==> config.mk <==
export PLATFORM = sky130hd
export DESIGN_NAME = exe_dly_sequencer_flat
export DESIGN_NICKNAME = d
export VERILOG_FILES = /design/src/rtl/exe_dly_sequencer_pkg.sv /design/src/rtl/exe_dly_sequencer_if.sv /design/src/rtl/exe_dly_sequencer_dly_down_counter.sv /design/src/rtl/exe_dly_sequencer.sv /design/src/flat_wrapper.sv
export SDC_FILE = /design/constraint.sdc
export NUM_CORES = 1
export LEC_CHECK = 0
export ABC_CLOCK_PERIOD_IN_PS = 2600
export BUFFER_PORTS_ARGS = -buffer_cell sky130_fd_sc_hd__buf_2
export CAP_MARGIN = 5
export CORE_UTILIZATION = 32
export CTS_CLUSTER_DIAMETER = 40
export DETAILED_ROUTE_END_ITERATION = 8
export SLEW_MARGIN = 5
export SYNTH_ARGS = -nofsm -noshare
export SYNTH_HDL_FRONTEND = slang
export SYNTH_SLANG_ARGS = --single-unit
==> constraint.sdc <==
create_clock -name clk -period 2.6 [get_ports clk]
set_clock_uncertainty 0.2 [all_clocks]
set_input_delay 0.26 -clock clk [delete_from_list [all_inputs] [get_ports clk]]
set_output_delay 0.26 -clock clk [all_outputs]
set_load 0.02 [all_outputs]
==> src/rtl/exe_dly_sequencer_pkg.sv <==
// Shared definitions for the execution delay sequencer: default widths,
// FSM state encoding and the two opcodes that produce jump requests.
package exe_dly_sequencer_pkg;

    localparam int OPR_W_DEF = 5;
    localparam int DLY_W_DEF = 8;
    localparam int PRF_W_DEF = 16;

    localparam int OPR_JMP = 16;
    localparam int OPR_JRE = 17;

    typedef enum logic [1:0] {
        ST_IDLE   = 2'd0,
        ST_ISSUE  = 2'd1,
        ST_WAIT   = 2'd2,
        ST_RETIRE = 2'd3
    } seq_state_e;

endpackage

==> src/rtl/exe_dly_sequencer_if.sv <==
// Decode/execute/fetch side signals of the sequencer. master is the
// environment (decoder, units, fetch); slave is the sequencer itself.
interface exe_dly_sequencer_if
    import exe_dly_sequencer_pkg::*;
#(
    parameter int OPR_W = OPR_W_DEF,
    parameter int DLY_W = DLY_W_DEF,
    parameter int PRF_W = PRF_W_DEF
);
    logic             dec_vld;
    logic             dec_rdy;
    logic [OPR_W-1:0] opr_typ;
    logic             dly_sel;
    logic [DLY_W-1:0] dly_val;
    logic             alu_use;
    logic             prng_use;
    logic             alu_done;
    logic             alu_zero;
    logic             flush;
    logic             alu_start;
    logic             prng_start;
    logic             busy;
    logic             retire;
    logic [OPR_W-1:0] retire_opr;
    logic             jmp_req;
    logic [PRF_W-1:0] stall_cnt;

    modport master (
        output dec_vld, opr_typ, dly_sel, dly_val, alu_use, prng_use,
               alu_done, alu_zero, flush,
        input  dec_rdy, alu_start, prng_start, busy, retire, retire_opr,
               jmp_req, stall_cnt
    );

    modport slave (
        input  dec_vld, opr_typ, dly_sel, dly_val, alu_use, prng_use,
               alu_done, alu_zero, flush,
        output dec_rdy, alu_start, prng_start, busy, retire, retire_opr,
               jmp_req, stall_cnt
    );

endinterface

==> src/rtl/exe_dly_sequencer_dly_down_counter.sv <==
// Loadable down-counter that tracks the remaining wait of the instruction
// in flight; it stops at zero rather than wrapping.
module dly_down_counter #(
    parameter int DLY_W = 8
) (
    input  logic             clk,
    input  logic             rst_n,
    input  logic             load,
    input  logic [DLY_W-1:0] load_val,
    input  logic             dec,
    output logic             term,
    output logic             zero
);
    localparam logic [DLY_W-1:0] CNT_ZERO = {DLY_W{1'b0}};
    localparam logic [DLY_W-1:0] CNT_ONE  = {{(DLY_W-1){1'b0}}, 1'b1};

    logic [DLY_W-1:0] cnt_q;
    logic [DLY_W-1:0] cnt_d;

    always_comb begin
        cnt_d = cnt_q;
        if (load) begin
            cnt_d = load_val;
        end else if (dec && (cnt_q != CNT_ZERO)) begin
            cnt_d = cnt_q - CNT_ONE;
        end else begin
            cnt_d = cnt_q;
        end
    end

    always_ff @(posedge clk or negedge rst_n) begin
        if (!rst_n) begin
            cnt_q <= CNT_ZERO;
        end else begin
            cnt_q <= cnt_d;
        end
    end

    assign term = (cnt_q == CNT_ONE);
    assign zero = (cnt_q == CNT_ZERO);

endmodule

==> src/rtl/exe_dly_sequencer.sv <==
// Execution delay sequencer: strobes the selected unit for one decoded
// instruction, holds for its delay or until early ALU completion, then retires.
module exe_dly_sequencer
    import exe_dly_sequencer_pkg::*;
#(
    parameter int OPR_W = OPR_W_DEF,
    parameter int DLY_W = DLY_W_DEF,
    parameter int PRF_W = PRF_W_DEF
) (
    input  logic               clk,
    input  logic               rst_n,
    exe_dly_sequencer_if.slave bus
);
    localparam logic [PRF_W-1:0] STALL_ZERO = {PRF_W{1'b0}};
    localparam logic [PRF_W-1:0] STALL_ONE  = {{(PRF_W-1){1'b0}}, 1'b1};
    localparam logic [PRF_W-1:0] STALL_MAX  = {PRF_W{1'b1}};
    localparam logic [OPR_W-1:0] OPR_ZERO   = {OPR_W{1'b0}};
    localparam logic [OPR_W-1:0] OPR_JMP_C  = OPR_W'(OPR_JMP);
    localparam logic [OPR_W-1:0] OPR_JRE_C  = OPR_W'(OPR_JRE);
    localparam logic [DLY_W-1:0] DLY_ZERO   = {DLY_W{1'b0}};

    seq_state_e       state_q;
    seq_state_e       state_d;
    logic [OPR_W-1:0] opr_q;
    logic [OPR_W-1:0] opr_d;
    logic             alu_use_q;
    logic             alu_use_d;
    logic             prng_use_q;
    logic             prng_use_d;
    logic [DLY_W-1:0] eff_dly_q;
    logic [DLY_W-1:0] eff_dly_d;

    logic             alu_start_q;
    logic             alu_start_d;
    logic             prng_start_q;
    logic             prng_start_d;
    logic             retire_q;
    logic             retire_d;
    logic [OPR_W-1:0] retire_opr_q;
    logic [OPR_W-1:0] retire_opr_d;
    logic             jmp_req_q;
    logic             jmp_req_d;
    logic [PRF_W-1:0] stall_cnt_q;
    logic [PRF_W-1:0] stall_cnt_d;

    logic             cnt_term_s;
    logic             cnt_zero_s;
    logic             early_done_s;
    logic             jmp_hit_s;

    dly_down_counter #(
        .DLY_W (DLY_W)
    ) u_cnt (
        .clk      (clk),
        .rst_n    (rst_n),
        .load     (state_q == ST_ISSUE),
        .load_val (eff_dly_q),
        .dec      (state_q == ST_WAIT),
        .term     (cnt_term_s),
        .zero     (cnt_zero_s)
    );

    assign early_done_s = bus.alu_done & alu_use_q;
    assign jmp_hit_s    = (opr_q == OPR_JMP_C) | ((opr_q == OPR_JRE_C) & bus.alu_zero);

    always_ff @(posedge clk or negedge rst_n) begin
        if (!rst_n) begin
            state_q    <= ST_IDLE;
            opr_q      <= OPR_ZERO;
            alu_use_q  <= 1'b0;
            prng_use_q <= 1'b0;
            eff_dly_q  <= DLY_ZERO;
        end else begin
            state_q    <= state_d;
            opr_q      <= opr_d;
            alu_use_q  <= alu_use_d;
            prng_use_q <= prng_use_d;
            eff_dly_q  <= eff_dly_d;
        end
    end

    // Zero in WAIT cannot occur from a legal load; treating it as terminal keeps the FSM from hanging.
    always_comb begin
        state_d    = state_q;
        opr_d      = opr_q;
        alu_use_d  = alu_use_q;
        prng_use_d = prng_use_q;
        eff_dly_d  = eff_dly_q;
        case (state_q)
            ST_IDLE: begin
                if (bus.dec_vld) begin
                    state_d    = ST_ISSUE;
                    opr_d      = bus.opr_typ;
                    alu_use_d  = bus.alu_use;
                    prng_use_d = bus.prng_use;
                    eff_dly_d  = bus.dly_sel ? bus.dly_val : DLY_ZERO;
                end else begin
                    state_d = ST_IDLE;
                end
            end
            ST_ISSUE: begin
                if (bus.flush) begin
                    state_d = ST_IDLE;
                end else if (eff_dly_q == DLY_ZERO) begin
                    state_d = ST_RETIRE;
                end else begin
                    state_d = ST_WAIT;
                end
            end
            ST_WAIT: begin
                if (bus.flush) begin
                    state_d = ST_IDLE;
                end else if (cnt_term_s || cnt_zero_s || early_done_s) begin
                    state_d = ST_RETIRE;
                end else begin
                    state_d = ST_WAIT;
                end
            end
            ST_RETIRE: begin
                state_d = ST_IDLE;
            end
            default: begin
                state_d = ST_IDLE;
            end
        endcase
    end

    always_comb begin
        alu_start_d  = 1'b0;
        prng_start_d = 1'b0;
        retire_d     = 1'b0;
        retire_opr_d = OPR_ZERO;
        jmp_req_d    = 1'b0;
        stall_cnt_d  = stall_cnt_q;
        case (state_q)
            ST_ISSUE: begin
                alu_start_d  = alu_use_q & ~bus.flush;
                prng_start_d = prng_use_q & ~bus.flush;
            end
            ST_WAIT: begin
                if (stall_cnt_q != STALL_MAX) begin
                    stall_cnt_d = stall_cnt_q + STALL_ONE;
                end else begin
                    stall_cnt_d = stall_cnt_q;
                end
            end
            ST_RETIRE: begin
                retire_d     = 1'b1;
                retire_opr_d = opr_q;
                jmp_req_d    = jmp_hit_s;
            end
            default: begin
                stall_cnt_d = stall_cnt_q;
            end
        endcase
    end

    always_ff @(posedge clk or negedge rst_n) begin
        if (!rst_n) begin
            alu_start_q  <= 1'b0;
            prng_start_q <= 1'b0;
            retire_q     <= 1'b0;
            retire_opr_q <= OPR_ZERO;
            jmp_req_q    <= 1'b0;
            stall_cnt_q  <= STALL_ZERO;
        end else begin
            alu_start_q  <= alu_start_d;
            prng_start_q <= prng_start_d;
            retire_q     <= retire_d;
            retire_opr_q <= retire_opr_d;
            jmp_req_q    <= jmp_req_d;
            stall_cnt_q  <= stall_cnt_d;
        end
    end

    assign bus.dec_rdy    = (state_q == ST_IDLE);
    assign bus.busy       = (state_q != ST_IDLE);
    assign bus.alu_start  = alu_start_q;
    assign bus.prng_start = prng_start_q;
    assign bus.retire     = retire_q;
    assign bus.retire_opr = retire_opr_q;
    assign bus.jmp_req    = jmp_req_q;
    assign bus.stall_cnt  = stall_cnt_q;

endmodule

==> src/flat_wrapper.sv <==
// flat-port wrapper written by rule: the top's interface ports become plain ports
module exe_dly_sequencer_flat import exe_dly_sequencer_pkg::*;
#(
    parameter int OPR_W = OPR_W_DEF,
    parameter int DLY_W = DLY_W_DEF,
    parameter int PRF_W = PRF_W_DEF
)
  (clk, rst_n, bus_dec_vld, bus_opr_typ, bus_dly_sel, bus_dly_val, bus_alu_use, bus_prng_use, bus_alu_done, bus_alu_zero, bus_flush, bus_dec_rdy, bus_alu_start, bus_prng_start, bus_busy, bus_retire, bus_retire_opr, bus_jmp_req, bus_stall_cnt);
  exe_dly_sequencer_if #(.OPR_W(OPR_W), .DLY_W(DLY_W), .PRF_W(PRF_W)) bus_i ();
  input  logic clk;
  input  logic rst_n;
  input wire logic [$bits(bus_i.dec_vld)-1:0] bus_dec_vld;
  input wire logic [$bits(bus_i.opr_typ)-1:0] bus_opr_typ;
  input wire logic [$bits(bus_i.dly_sel)-1:0] bus_dly_sel;
  input wire logic [$bits(bus_i.dly_val)-1:0] bus_dly_val;
  input wire logic [$bits(bus_i.alu_use)-1:0] bus_alu_use;
  input wire logic [$bits(bus_i.prng_use)-1:0] bus_prng_use;
  input wire logic [$bits(bus_i.alu_done)-1:0] bus_alu_done;
  input wire logic [$bits(bus_i.alu_zero)-1:0] bus_alu_zero;
  input wire logic [$bits(bus_i.flush)-1:0] bus_flush;
  output wire logic [$bits(bus_i.dec_rdy)-1:0] bus_dec_rdy;
  output wire logic [$bits(bus_i.alu_start)-1:0] bus_alu_start;
  output wire logic [$bits(bus_i.prng_start)-1:0] bus_prng_start;
  output wire logic [$bits(bus_i.busy)-1:0] bus_busy;
  output wire logic [$bits(bus_i.retire)-1:0] bus_retire;
  output wire logic [$bits(bus_i.retire_opr)-1:0] bus_retire_opr;
  output wire logic [$bits(bus_i.jmp_req)-1:0] bus_jmp_req;
  output wire logic [$bits(bus_i.stall_cnt)-1:0] bus_stall_cnt;
  assign bus_i.dec_vld = bus_dec_vld;
  assign bus_i.opr_typ = bus_opr_typ;
  assign bus_i.dly_sel = bus_dly_sel;
  assign bus_i.dly_val = bus_dly_val;
  assign bus_i.alu_use = bus_alu_use;
  assign bus_i.prng_use = bus_prng_use;
  assign bus_i.alu_done = bus_alu_done;
  assign bus_i.alu_zero = bus_alu_zero;
  assign bus_i.flush = bus_flush;
  assign bus_dec_rdy = bus_i.dec_rdy;
  assign bus_alu_start = bus_i.alu_start;
  assign bus_prng_start = bus_i.prng_start;
  assign bus_busy = bus_i.busy;
  assign bus_retire = bus_i.retire;
  assign bus_retire_opr = bus_i.retire_opr;
  assign bus_jmp_req = bus_i.jmp_req;
  assign bus_stall_cnt = bus_i.stall_cnt;
  exe_dly_sequencer #(.OPR_W(OPR_W), .DLY_W(DLY_W), .PRF_W(PRF_W)) u_core (.clk(clk), .rst_n(rst_n), .bus(bus_i));
endmodule
==> flow_summary_export.csv, run 1 <==
group,metric,value,unit
cts,clock-root-buffer,"sky130_fd_sc_hd__clkbuf_8",
layout,areaGrowthSynthToFinish,26.6,%
cts,cts.repair_timing.setup_buffer_count,0,
pwr,peak_supply_drop,286,uV
hold_path,worst_hold_path_type,"input pin to flip-flop",
timing,post-route-period-util,0.874,
routing,post-route-drc-count,0,
grt,wire_length_of_the_first_global_routing_pass,8.18,mm
layout,antenna_cells_inserted,0,
die,ios,49,
logic_synthesis,synth_warnings,0,
placed_design,placed_instance_count,361,
die,num_rows,30,
critical_path,worstSetupPathType,"flip-flop to flip-flop",
hold_path,hold-path-cell-count,3,
logic_synthesis,ys_ff_latch,50,
routing,detail_route.wl_per_cell,12.6,um
logic_synthesis,async_flop_share,1.00,
critical_path,required_time_worst_endpoint,2580,ps
pwr,total_leakage_power,1.44,nW
layout,share_of_cells_above_drive_strength_1,0.285,
logic_synthesis,synth_cells,218,
grt,globalRouteTotalUtil,0.139,
critical_path,setup.worst_path.end_class,"flip-flop",
grt,first_global_vias,1749,
logic_synthesis,seq_area_frac_synth,0.539,
logic_synthesis,synth.avg_cell_area,10.6,um^2
timing,final-setup-viol-count,0,
timing,finalSetupTns,0,ps
placed_design,place.detailed.hpwl,3.37,mm
die,die_area,0.00759,mm^2
cts,cts_max_path_buffers,2,
grt,global_route.overflow_total,0,
routing,iteration_0_drc_markers,105,
run_status,outcome,"finished clean",
grt,grt_max_degree,51,
placed_design,gp_congestion,0.767,
critical_path,worst-r2r-cell-count,6,
routing,route.detailed.vias_per_inst,4.88,
routing,routed_wirelength,4.77,mm
placed_design,total_of_buffers_placed_on_input_and_output_ports,48,
placed_design,postPlaceCellArea,0.00271,mm^2
timing,finalWorstPathRequiredPeriod,2270,ps
timing,grt_setup_unrepaired,"no",
cts,numCtsBuffers,5,
flow_run,max_cap_violations,0,
grt,number_of_antenna_violations_at_the_first_check_in_global_routing,0,
cts,hold_buffers_post_cts,12,
logic_synthesis,ys.flop_type,"sky130_fd_sc_hd__dfrtp_1",
pwr,cellPowerDensity,950,mW/mm^2
timing,worst_slew_pin_slew,632,ps
layout,design_area,0.00294,mm^2
die,die_h,87.1,um
logic_synthesis,yosysUniqueCellTypes,42,
logic_synthesis,netlist_area,0.00232,mm^2
routing,dr_total_vias,1853,
routing,first_pass_iters,4,
cts,tritoncts,"built",
cts,cts_resized,0,
die,fp.dieW,87.1,um
timing,slew_headroom,0.579,
layout,finish.net_count,309,
logic_synthesis,edff_count_synth,0,
layout,final_cells,380,
logic_synthesis,syn-num-nets,243,
critical_path,arrival_time_at_the_worst_endpoint,2250,ps
timing,maxSlewViolCount,0,
critical_path,worstPathMaxFanout,7,
die,floorplan.core_area,0.00691,mm^2
routing,postRouteAntennaNets,0,
timing,hold_viol_final,0,
timing,achievable-frequency,440,MHz
die,initial_utilization,0.336,
cts,clkLatencyLatePin,310,ps
cts,clk_transition_reported_paths,90,ps
cts,tritoncts_num_sinks,50,
critical_path,worst_setup_path_start_kind,"flip-flop",
cts,htreeDepth,2,
==> cell type report <==
class / count / area [um^2]
clock buffers: 6 / 82.6
clock inverters: 1 / 30.0
fillers: 755 / 3970
inverters: 4 / 15.0
multi-input cells: 155 / 1020
flip-flops and latches: 50 / 1250
well taps: 96 / 120
repair buffers: 68 / 420
==> critical path, cell delays in order (launching register included) <==
cell and delay [ps]:
sky130_fd_sc_hd__dfrtp_1 420, sky130_fd_sc_hd__inv_1 110, sky130_fd_sc_hd__ha_1 280, sky130_fd_sc_hd__or4bb_2 650
sky130_fd_sc_hd__nor4_1 250, sky130_fd_sc_hd__xnor2_1 150, sky130_fd_sc_hd__o21ai_0 100
==> power breakdown <==
group	internal [mW]	switching, mW
logic	0.441	0.515
clock network	0.308	0.253
registers	1.02	0.257
==> final timing paths <==
kind | startpoint | slack [ps] | to
worst max register to register | u_core.u_cnt.cnt_q[0] | 330 | u_core.u_cnt.cnt_q[6]
min in group asynchronous | rst_n | 390 | u_core.bus.stall_cnt[11]
worst max-delay path | u_core.u_cnt.cnt_q[0] | 330 | u_core.u_cnt.cnt_q[6]
max in group asynchronous | rst_n | 1380 | u_core.state_q[0]
worst min register to register | u_core.bus.stall_cnt[7] | 300 | u_core.bus.stall_cnt[7]
worst min-delay path | bus_dly_val[4] | 3 | u_core.eff_dly_q[4]
==> state kept, by name, summed over array words and instances, names as in the netlist <==
signal                 flops
u_core.u_cnt.cnt_q         8
u_core.bus.retire_opr      5
u_core.bus.jmp_req         1
u_core.bus.stall_cnt      16
u_core.state_q             2
u_core.alu_use_q           1
u_core.bus.retire          1
u_core.bus.alu_start       1
u_core.prng_use_q          1
u_core.bus.prng_start      1
u_core.eff_dly_q           8
u_core.opr_q               5
==> cells in the final DEF, fill, tap and decap left out, types with 9 or more instances in the layout <==
cell and n:
sky130_fd_sc_hd__o21ai_0 11, sky130_fd_sc_hd__dfrtp_1 50, sky130_fd_sc_hd__nand3_1 9, sky130_fd_sc_hd__mux2_2 13, sky130_fd_sc_hd__buf_2 48, sky130_fd_sc_hd__dlygate4sd3_1 12
sky130_fd_sc_hd__xor2_1 9, sky130_fd_sc_hd__nand2_1 29, sky130_fd_sc_hd__nor2_1 13
==> per-stage QoR <==
step                      hold slack (ps)  utilization  setup WS [ps]  power, mW
after detailed placement              211        0.392            320       2.24
after global placement                211        0.392            411       2.21
after global routing                 17.0        0.425            208       3.00
after CTS                            1.65        0.425            323       2.82
after floorplan                      -236            -            493       1.90
final                                3.01        0.425            328       2.79
==> cell usage after synthesis (all sizes together) (2+ instances only) <==
master,number,area (um^2)
nor3,6,30.0
or4,2,18.8
dfrtp,50,1250
nand3,9,45.0
o211ai,2,15.0
o21ai,11,55.1
ha,3,37.5
nand2,29,109
a311oi,2,17.5
clkbuf,7,26.3
xnor2,5,43.8
inv,4,15.0
xor2,9,78.8
nor2,13,48.8
or3,4,25.0
nor2b,2,12.5
mux2,13,146
nor4,7,58.8
buf,2,8.75
a21oi,2,10.0
a31oi,2,12.5
nand4,6,37.5
nand2b,4,25.0
and3,8,50.1
nor3b,2,15.0
==> kinds of logic (layout without fill, tap and decap cells) <==
| group | count (synthesis) | count (layout) | share of synthesized area |
|---|---|---|---|
| AOI/OAI and AO/OA | 26 | 26 | 0.0739 |
| xor gates and xnor gates | 14 | 14 | 0.0529 |
| adders and majority gates | 3 | 3 | 0.0162 |
| buffers and inverters | 13 | 79 | 0.0216 |
| DFF | 50 | 50 | 0.539 |
| muxes | 14 | 14 | 0.0674 |
| and+or+nand+nor | 98 | 98 | 0.229 |
==> routing by layer <==
layer	GRT usage	part of all wire
met1	0.176	0.46
met5	0	0
met3	0.0322	0.043
met4	0.0581	0.018
met2	0.230	0.48
(Power assumes the default switching activity.)
==> run 2: changes to the inputs <==
--- a/config.mk
+++ b/config.mk
@@ -8,9 +8,10 @@
 export ABC_CLOCK_PERIOD_IN_PS = 2600
 export BUFFER_PORTS_ARGS = -buffer_cell sky130_fd_sc_hd__buf_2
 export CAP_MARGIN = 5
-export CORE_UTILIZATION = 32
+export CORE_UTILIZATION = 45
 export CTS_CLUSTER_DIAMETER = 40
 export DETAILED_ROUTE_END_ITERATION = 8
+export PLACE_DENSITY = 0.68
 export SLEW_MARGIN = 5
 export SYNTH_ARGS = -nofsm -noshare
 export SYNTH_HDL_FRONTEND = slang
==> run 2 against run 1 <==
Against the previous run:
- sequential share of layout area up 1.3 points
- combinational power down 2.1%
- via count shrank 2.8%
- power down 5.9%
- sequential cell count stayed put
- sequential power is essentially flat
- die area fell by 28%
- utilization up 16 points
- worst setup slack gained 55 ps
- cell area shrank 2.9%
- critical path depth stayed put
==> flow_summary_export.csv, run 2 (synthesized netlist as in run 1, its figures left out) <==
group,metric,value,unit
pwr,power.switching,0.998,mW
cts,clock-root-buffer,"sky130_fd_sc_hd__clkbuf_8",
layout,commonest_non_fill_non_tap_cell_in_the_layout,"sky130_fd_sc_hd__dfrtp_1",
timing,final-setup-viol-count,0,
die,die_h,73.8,um
critical_path,setup.worst_path.end_class,"flip-flop",
cts,cts_resized,0,
critical_path,required_time_worst_endpoint,2590,ps
layout,share_of_cells_above_drive_strength_1,0.274,
die,floorplan.core_area,0.00485,mm^2
run_status,outcome,"finished clean",
pwr,comb_power_share,0.356,
cts,clkLatencyLatePin,300,ps
pwr,peak_supply_drop,425,uV
placed_design,place.detailed.hpwl,3.25,mm
die,num_rows,25,
layout,antenna_cells_inserted,0,
layout,mostFrequentLayoutCells,"50 x sky130_fd_sc_hd__dfrtp_1, 48 x sky130_fd_sc_hd__buf_2, 29 x sky130_fd_sc_hd__nand2_1",
pwr,cell_internal_pwr,1.63,mW
hold_path,hold-path-cell-count,3,
critical_path,worst_setup_path_start_kind,"flip-flop",
routing,post-route-drc-count,0,
routing,route.detailed.vias_per_inst,5.18,
critical_path,worst-r2r-cell-count,6,
grt,first_global_vias,1753,
cts,clk_transition_reported_paths,80,ps
cts,tritoncts_num_sinks,50,
placed_design,gp_congestion,0.809,
grt,global_route.overflow_total,0,
timing,achievable-frequency,451,MHz
die,die_area,0.00545,mm^2
routing,routed_wirelength,4.60,mm
flow_run,max_cap_violations,0,
cts,numCtsBuffers,5,
critical_path,arrival_time_at_the_worst_endpoint,2210,ps
layout,areaGrowthSynthToFinish,23.0,%
die,fp.dieW,73.8,um
grt,wire_length_of_the_first_global_routing_pass,7.73,mm
pwr,switching_share,0.380,
routing,dr_total_vias,1802,
timing,fin_ws,383,ps
die,initial_utilization,0.478,
pwr,p_seq_frac,0.482,
timing,hold_viol_final,0,
routing,detail_route.wl_per_cell,13.2,um
hold_path,worst_hold_path_type,"input pin to flip-flop",
cts,tritoncts,"built",
cts,cts.repair_timing.setup_buffer_count,0,
timing,post-route-period-util,0.853,
critical_path,worstSetupPathType,"flip-flop to flip-flop",
die,ios,49,
timing,finalWorstPathRequiredPeriod,2220,ps
pwr,power.share.clock,0.161,
pwr,cellPowerDensity,921,mW/mm^2
timing,finalSetupTns,0,ps
layout,post-route-util,0.588,
grt,globalRouteTotalUtil,0.187,
routing,postRouteAntennaNets,0,
layout,number_of_flip_flops_under_the_largest_register_name,16,
pwr,total_leakage_power,1.41,nW
grt,number_of_antenna_violations_at_the_first_check_in_global_routing,0,
routing,first_pass_iters,4,
timing,grt_setup_unrepaired,"no",
cts,cts_max_path_buffers,2,
routing,iteration_0_drc_markers,89,
cts,htreeDepth,2,
layout,finish.net_count,306,
timing,slew_headroom,0.525,
placed_design,place_ws,376,ps
placed_design,total_of_buffers_placed_on_input_and_output_ports,48,
grt,grt_max_degree,27,
critical_path,worstPathMaxFanout,7,
timing,maxSlewViolCount,0,
critical_path,r2r_setup_slack,380,ps
timing,worst_slew_pin_slew,710,ps
-- run 2: changes by cell type in the layout (fill, tap and decap cells not counted) --
cell,delta
sky130_fd_sc_hd__buf_12,+1
sky130_fd_sc_hd__bufinv_16,-1
sky130_fd_sc_hd__buf_4,-3
sky130_fd_sc_hd__clkbuf_8,-1
sky130_fd_sc_hd__dlygate4sd3_1,-1
sky130_fd_sc_hd__clkbuf_1,+2
-- run 2: power by group through the flow --
stage	Combinational [mW]	Sequential (mW)	Clock (mW)
finish	0.936	1.27	0.424
global route	1.05	1.31	0.465
CTS	0.945	1.26	0.440
detailed placement	0.931	1.28	0
global placement	0.913	1.27	0
floorplan	0.631	1.27	0
-- run 2: path summary, 6_finish.rpt --
| path | start | to |
|---|---|---|
| setup / recovery | u_core.u_cnt.cnt_q[0] | u_core.u_cnt.cnt_q[6] |
| hold / removal | bus_dly_val[6] | u_core.eff_dly_q[6] |
| setup reg to reg | u_core.u_cnt.cnt_q[0] | u_core.u_cnt.cnt_q[6] |
| hold reg to reg | u_core.bus.stall_cnt[7] | u_core.bus.stall_cnt[7] |
| max in group asynchronous | rst_n | u_core.u_cnt.cnt_q[4] |
| min in group asynchronous | rst_n | u_core.eff_dly_q[6] |
-- run 2: repair_timing --
| action | in CTS | in global routing |
|---|---|---|
| hold buffers | 11 | 0 |
| hold endpoints to repair | 37 | 0 |
| endpoints found under the setup margin | 0 | 0 |
-- run 2: metal layers --
layer  GRT usage  part of all wire
met4      0.0769             0.013
met3      0.0288             0.031
met1       0.241              0.48
met2       0.312              0.48
met5           0                 0
-- run 2: layout make-up --
class,count,area [um^2]
clock buffers,7,76.3
well taps,67,83.8
fillers,404,2000
inverters,4,15.0
repair buffers,65,408
flip-flops and latches,50,1250
multi-input cells,155,1020
-- run 2: worst max-delay path: stages, from the launching register on --
cell                      delay [ps]
sky130_fd_sc_hd__dfrtp_1         410
sky130_fd_sc_hd__inv_1           110
sky130_fd_sc_hd__ha_1            270
sky130_fd_sc_hd__or4bb_2         640
sky130_fd_sc_hd__nor4_1          250
sky130_fd_sc_hd__xnor2_1         150
sky130_fd_sc_hd__o21ai_0          80
-- run 2: metrics by stage --
step,area [um^2],hold WS (ps),total power [mW],std cells
finish,2850,4.20,2.63,348
CTS,2850,0.578,2.65,348
global placement,2670,104,2.19,330
floorplan,2320,-236,1.90,218
detailed placement,2670,97.4,2.21,330
global route,2850,20.7,2.82,348
==> run 3: changes to the inputs <==
--- a/config.mk
+++ b/config.mk
@@ -11,7 +11,7 @@
 export CORE_UTILIZATION = 45
 export CTS_CLUSTER_DIAMETER = 40
 export DETAILED_ROUTE_END_ITERATION = 8
-export PLACE_DENSITY = 0.68
+export PLACE_DENSITY_LB_ADDON = 0.05
 export SLEW_MARGIN = 5
 export SYNTH_ARGS = -nofsm -noshare
 export SYNTH_HDL_FRONTEND = slang
==> run 3 against run 2 <==
Against the previous run:
- wire length increased by 4.3%
- sequential power hardly changed
- combinational power is 2% lower
- utilization rose by 1.4 points
- sequential cell count stayed put
- highest routed layer unchanged
- cell area increased by 2.3%
- non-clock buffer count is 3 higher
- sequential share of layout area down 1.0 points
==> flow_summary_export.csv, run 3 (synthesized netlist as in run 1, its figures left out) <==
group,metric,value,unit
timing,grt_setup_unrepaired,"no",
layout,commonest_non_fill_non_tap_cell_in_the_layout,"sky130_fd_sc_hd__dfrtp_1",
critical_path,worstSetupPathType,"flip-flop to flip-flop",
critical_path,required_time_worst_endpoint,2570,ps
critical_path,worst_setup_path_start_kind,"flip-flop",
routing,postRouteAntennaNets,0,
layout,finish.net_count,309,
critical_path,delay_of_the_slowest_cell_on_the_worst_path,660,ps
critical_path,worst-r2r-cell-count,6,
layout,post-route-util,0.602,
layout,number_of_flip_flops_under_the_largest_register_name,16,
timing,finalSetupTns,0,ps
routing,iteration_0_drc_markers,103,
timing,post-route-period-util,0.877,
critical_path,r2r_setup_slack,320,ps
cts,cts_max_path_buffers,2,
cts,clk_transition_reported_paths,90,ps
pwr,total_leakage_power,1.43,nW
routing,routed_wirelength,4.80,mm
timing,worst_slew_pin_slew,656,ps
critical_path,crit_path_end,"u_core.u_cnt.cnt_q[6]",
die,die_h,73.8,um
timing,maxSlewViolCount,0,
placed_design,total_of_buffers_placed_on_input_and_output_ports,48,
grt,grtUsageMet1,0.250,
critical_path,timing.critical_path.slowest_stage_cell,"sky130_fd_sc_hd__or4bb_2",
cts,cts_resized,0,
critical_path,launch_point_of_the_worst_path,"u_core.u_cnt.cnt_q[0]",
cts,tritoncts,"built",
grt,wire_length_of_the_first_global_routing_pass,7.96,mm
grt,number_of_antenna_violations_at_the_first_check_in_global_routing,0,
die,fp.dieW,73.8,um
timing,hold_slack,10.7,ps
flow_run,max_cap_violations,0,
grt,globalRouteTotalUtil,0.194,
pwr,peak_supply_drop,422,uV
pwr,cellPowerDensity,939,mW/mm^2
grt,grt_max_degree,51,
cts,cts.repair_timing.setup_buffer_count,0,
routing,post-route-drc-count,0,
critical_path,arrival_time_at_the_worst_endpoint,2240,ps
grt,global_route.overflow_total,0,
grt,first_global_vias,1774,
grt,gr-usage-met2,0.320,
timing,hold_viol_final,0,
cts,tritoncts_num_sinks,50,
cts,hold_buffers_post_cts,14,
placed_design,place.detailed.hpwl,3.22,mm
hold_path,worst_hold_path_type,"input pin to flip-flop",
routing,route.detailed.vias_per_inst,5.28,
die,ios,49,
layout,share_of_cells_above_drive_strength_1,0.274,
critical_path,setup.worst_path.end_class,"flip-flop",
cts,htreeDepth,2,
routing,detail_route.wl_per_cell,13.6,um
grt,grt_busiest_layer,"met2",
layout,num-fill-cells,423,
routing,first_pass_iters,4,
layout,areaGrowthSynthToFinish,25.8,%
run_status,outcome,"finished clean",
placed_design,placed_instance_count,329,
cts,numCtsBuffers,5,
cts,clock-root-buffer,"sky130_fd_sc_hd__clkbuf_8",
critical_path,crit_cells,6,
die,die_area,0.00545,mm^2
critical_path,cp.buffers_inverters,1,
critical_path,cpLargestDelayFamily,"simple AND/OR/NAND/NOR gates",
die,num_rows,25,
layout,antenna_cells_inserted,0,
timing,slew_headroom,0.561,
placed_design,gp_congestion,0.798,
critical_path,cp_cell_sequence,"inv_1, ha_1, or4bb_2, nor4_1, xnor2_1, o21ai_0",
cts,clkLatencyLatePin,300,ps
die,initial_utilization,0.478,
timing,achievable-frequency,439,MHz
timing,finalWorstPathRequiredPeriod,2280,ps
hold_path,hold_path_startpoint,"bus_dly_val[6]",
critical_path,r2r_end,"u_core.u_cnt.cnt_q[6]",
layout,final_cells,352,
grt,grt_util_met3,0.0302,
routing,dr_total_vias,1858,
timing,final-setup-viol-count,0,
die,floorplan.core_area,0.00485,mm^2
critical_path,worstPathMaxFanout,7,
layout,mostFrequentLayoutCells,"50 x sky130_fd_sc_hd__dfrtp_1, 48 x sky130_fd_sc_hd__buf_2, 29 x sky130_fd_sc_hd__nand2_1",
critical_path,worst_r2r_src,"u_core.u_cnt.cnt_q[0]",
[run 3: cell count changes in the layout (fill, tap and decap cells not counted)]
cell | previous run | this run
sky130_fd_sc_hd__clkinvlp_4 | 0 | 1
sky130_fd_sc_hd__dlygate4sd3_1 | 11 | 15
sky130_fd_sc_hd__clkbuf_1 | 2 | 1
sky130_fd_sc_hd__bufinv_16 | 0 | 1
sky130_fd_sc_hd__buf_4 | 5 | 4
[run 3: how the worst min path moves through the flow]
| stage | to | slack, ps | cells past startpoint |
|---|---|---|---|
| after floorplan | u_core.alu_use_q | -240 | 0 |
| after global placement | u_core.bus.retire_opr[3] | 70 | 2 |
| after detailed placement | u_core.bus.retire_opr[3] | 80 | 2 |
| after CTS | u_core.opr_q[4] | 5 | 2 |
| after global routing | u_core.eff_dly_q[0] | 20 | 3 |
| final | u_core.eff_dly_q[6] | 10 | 3 |
[run 3: power breakdown]
part	total [mW]	internal (mW)	switching [mW]
sequential	1.29	1.02	0.269
combinational	0.921	0.426	0.495
clock	0.533	0.287	0.246
[run 3: layout make-up]
cell class / count / area (um^2) / share of cell area
sequential: 50 / 1250 / 0.429
multi-input combinational: 155 / 1020 / 0.349
timing repair buffer: 68 / 440 / 0.151
tap: 67 / 83.8 / 0.0287
clock buffer: 6 / 72.6 / 0.0249
clock inverter: 2 / 37.5 / 0.0129
inverter: 4 / 15.0 / 0.00514
[run 3: routing by layer]
layer	routed length, um	up-vias	share of wire
li1	-	910	-
met1	2210	891	0.46
met2	2320	44	0.48
met3	148	13	0.031
met4	130	0	0.027
met5	0	-	0
[run 3: per-stage QoR]
step	setup slack [ps]	total power, mW	area [um^2]
6_report	321	2.74	2920
5_1_grt	180	2.95	2920
4_1_cts	322	2.77	2910
3_5_place_dp	329	2.21	2660
3_3_place_gp	405	2.19	2660
2_1_floorplan	493	1.90	2320
[run 3: worst min-delay path, delay by kind of cell]
kind                   cells  cell delay [ps]
AO/OA/AOI/OAI              1               60
buffers and inverters      1               90
AND/OR/NAND/NOR            1               50
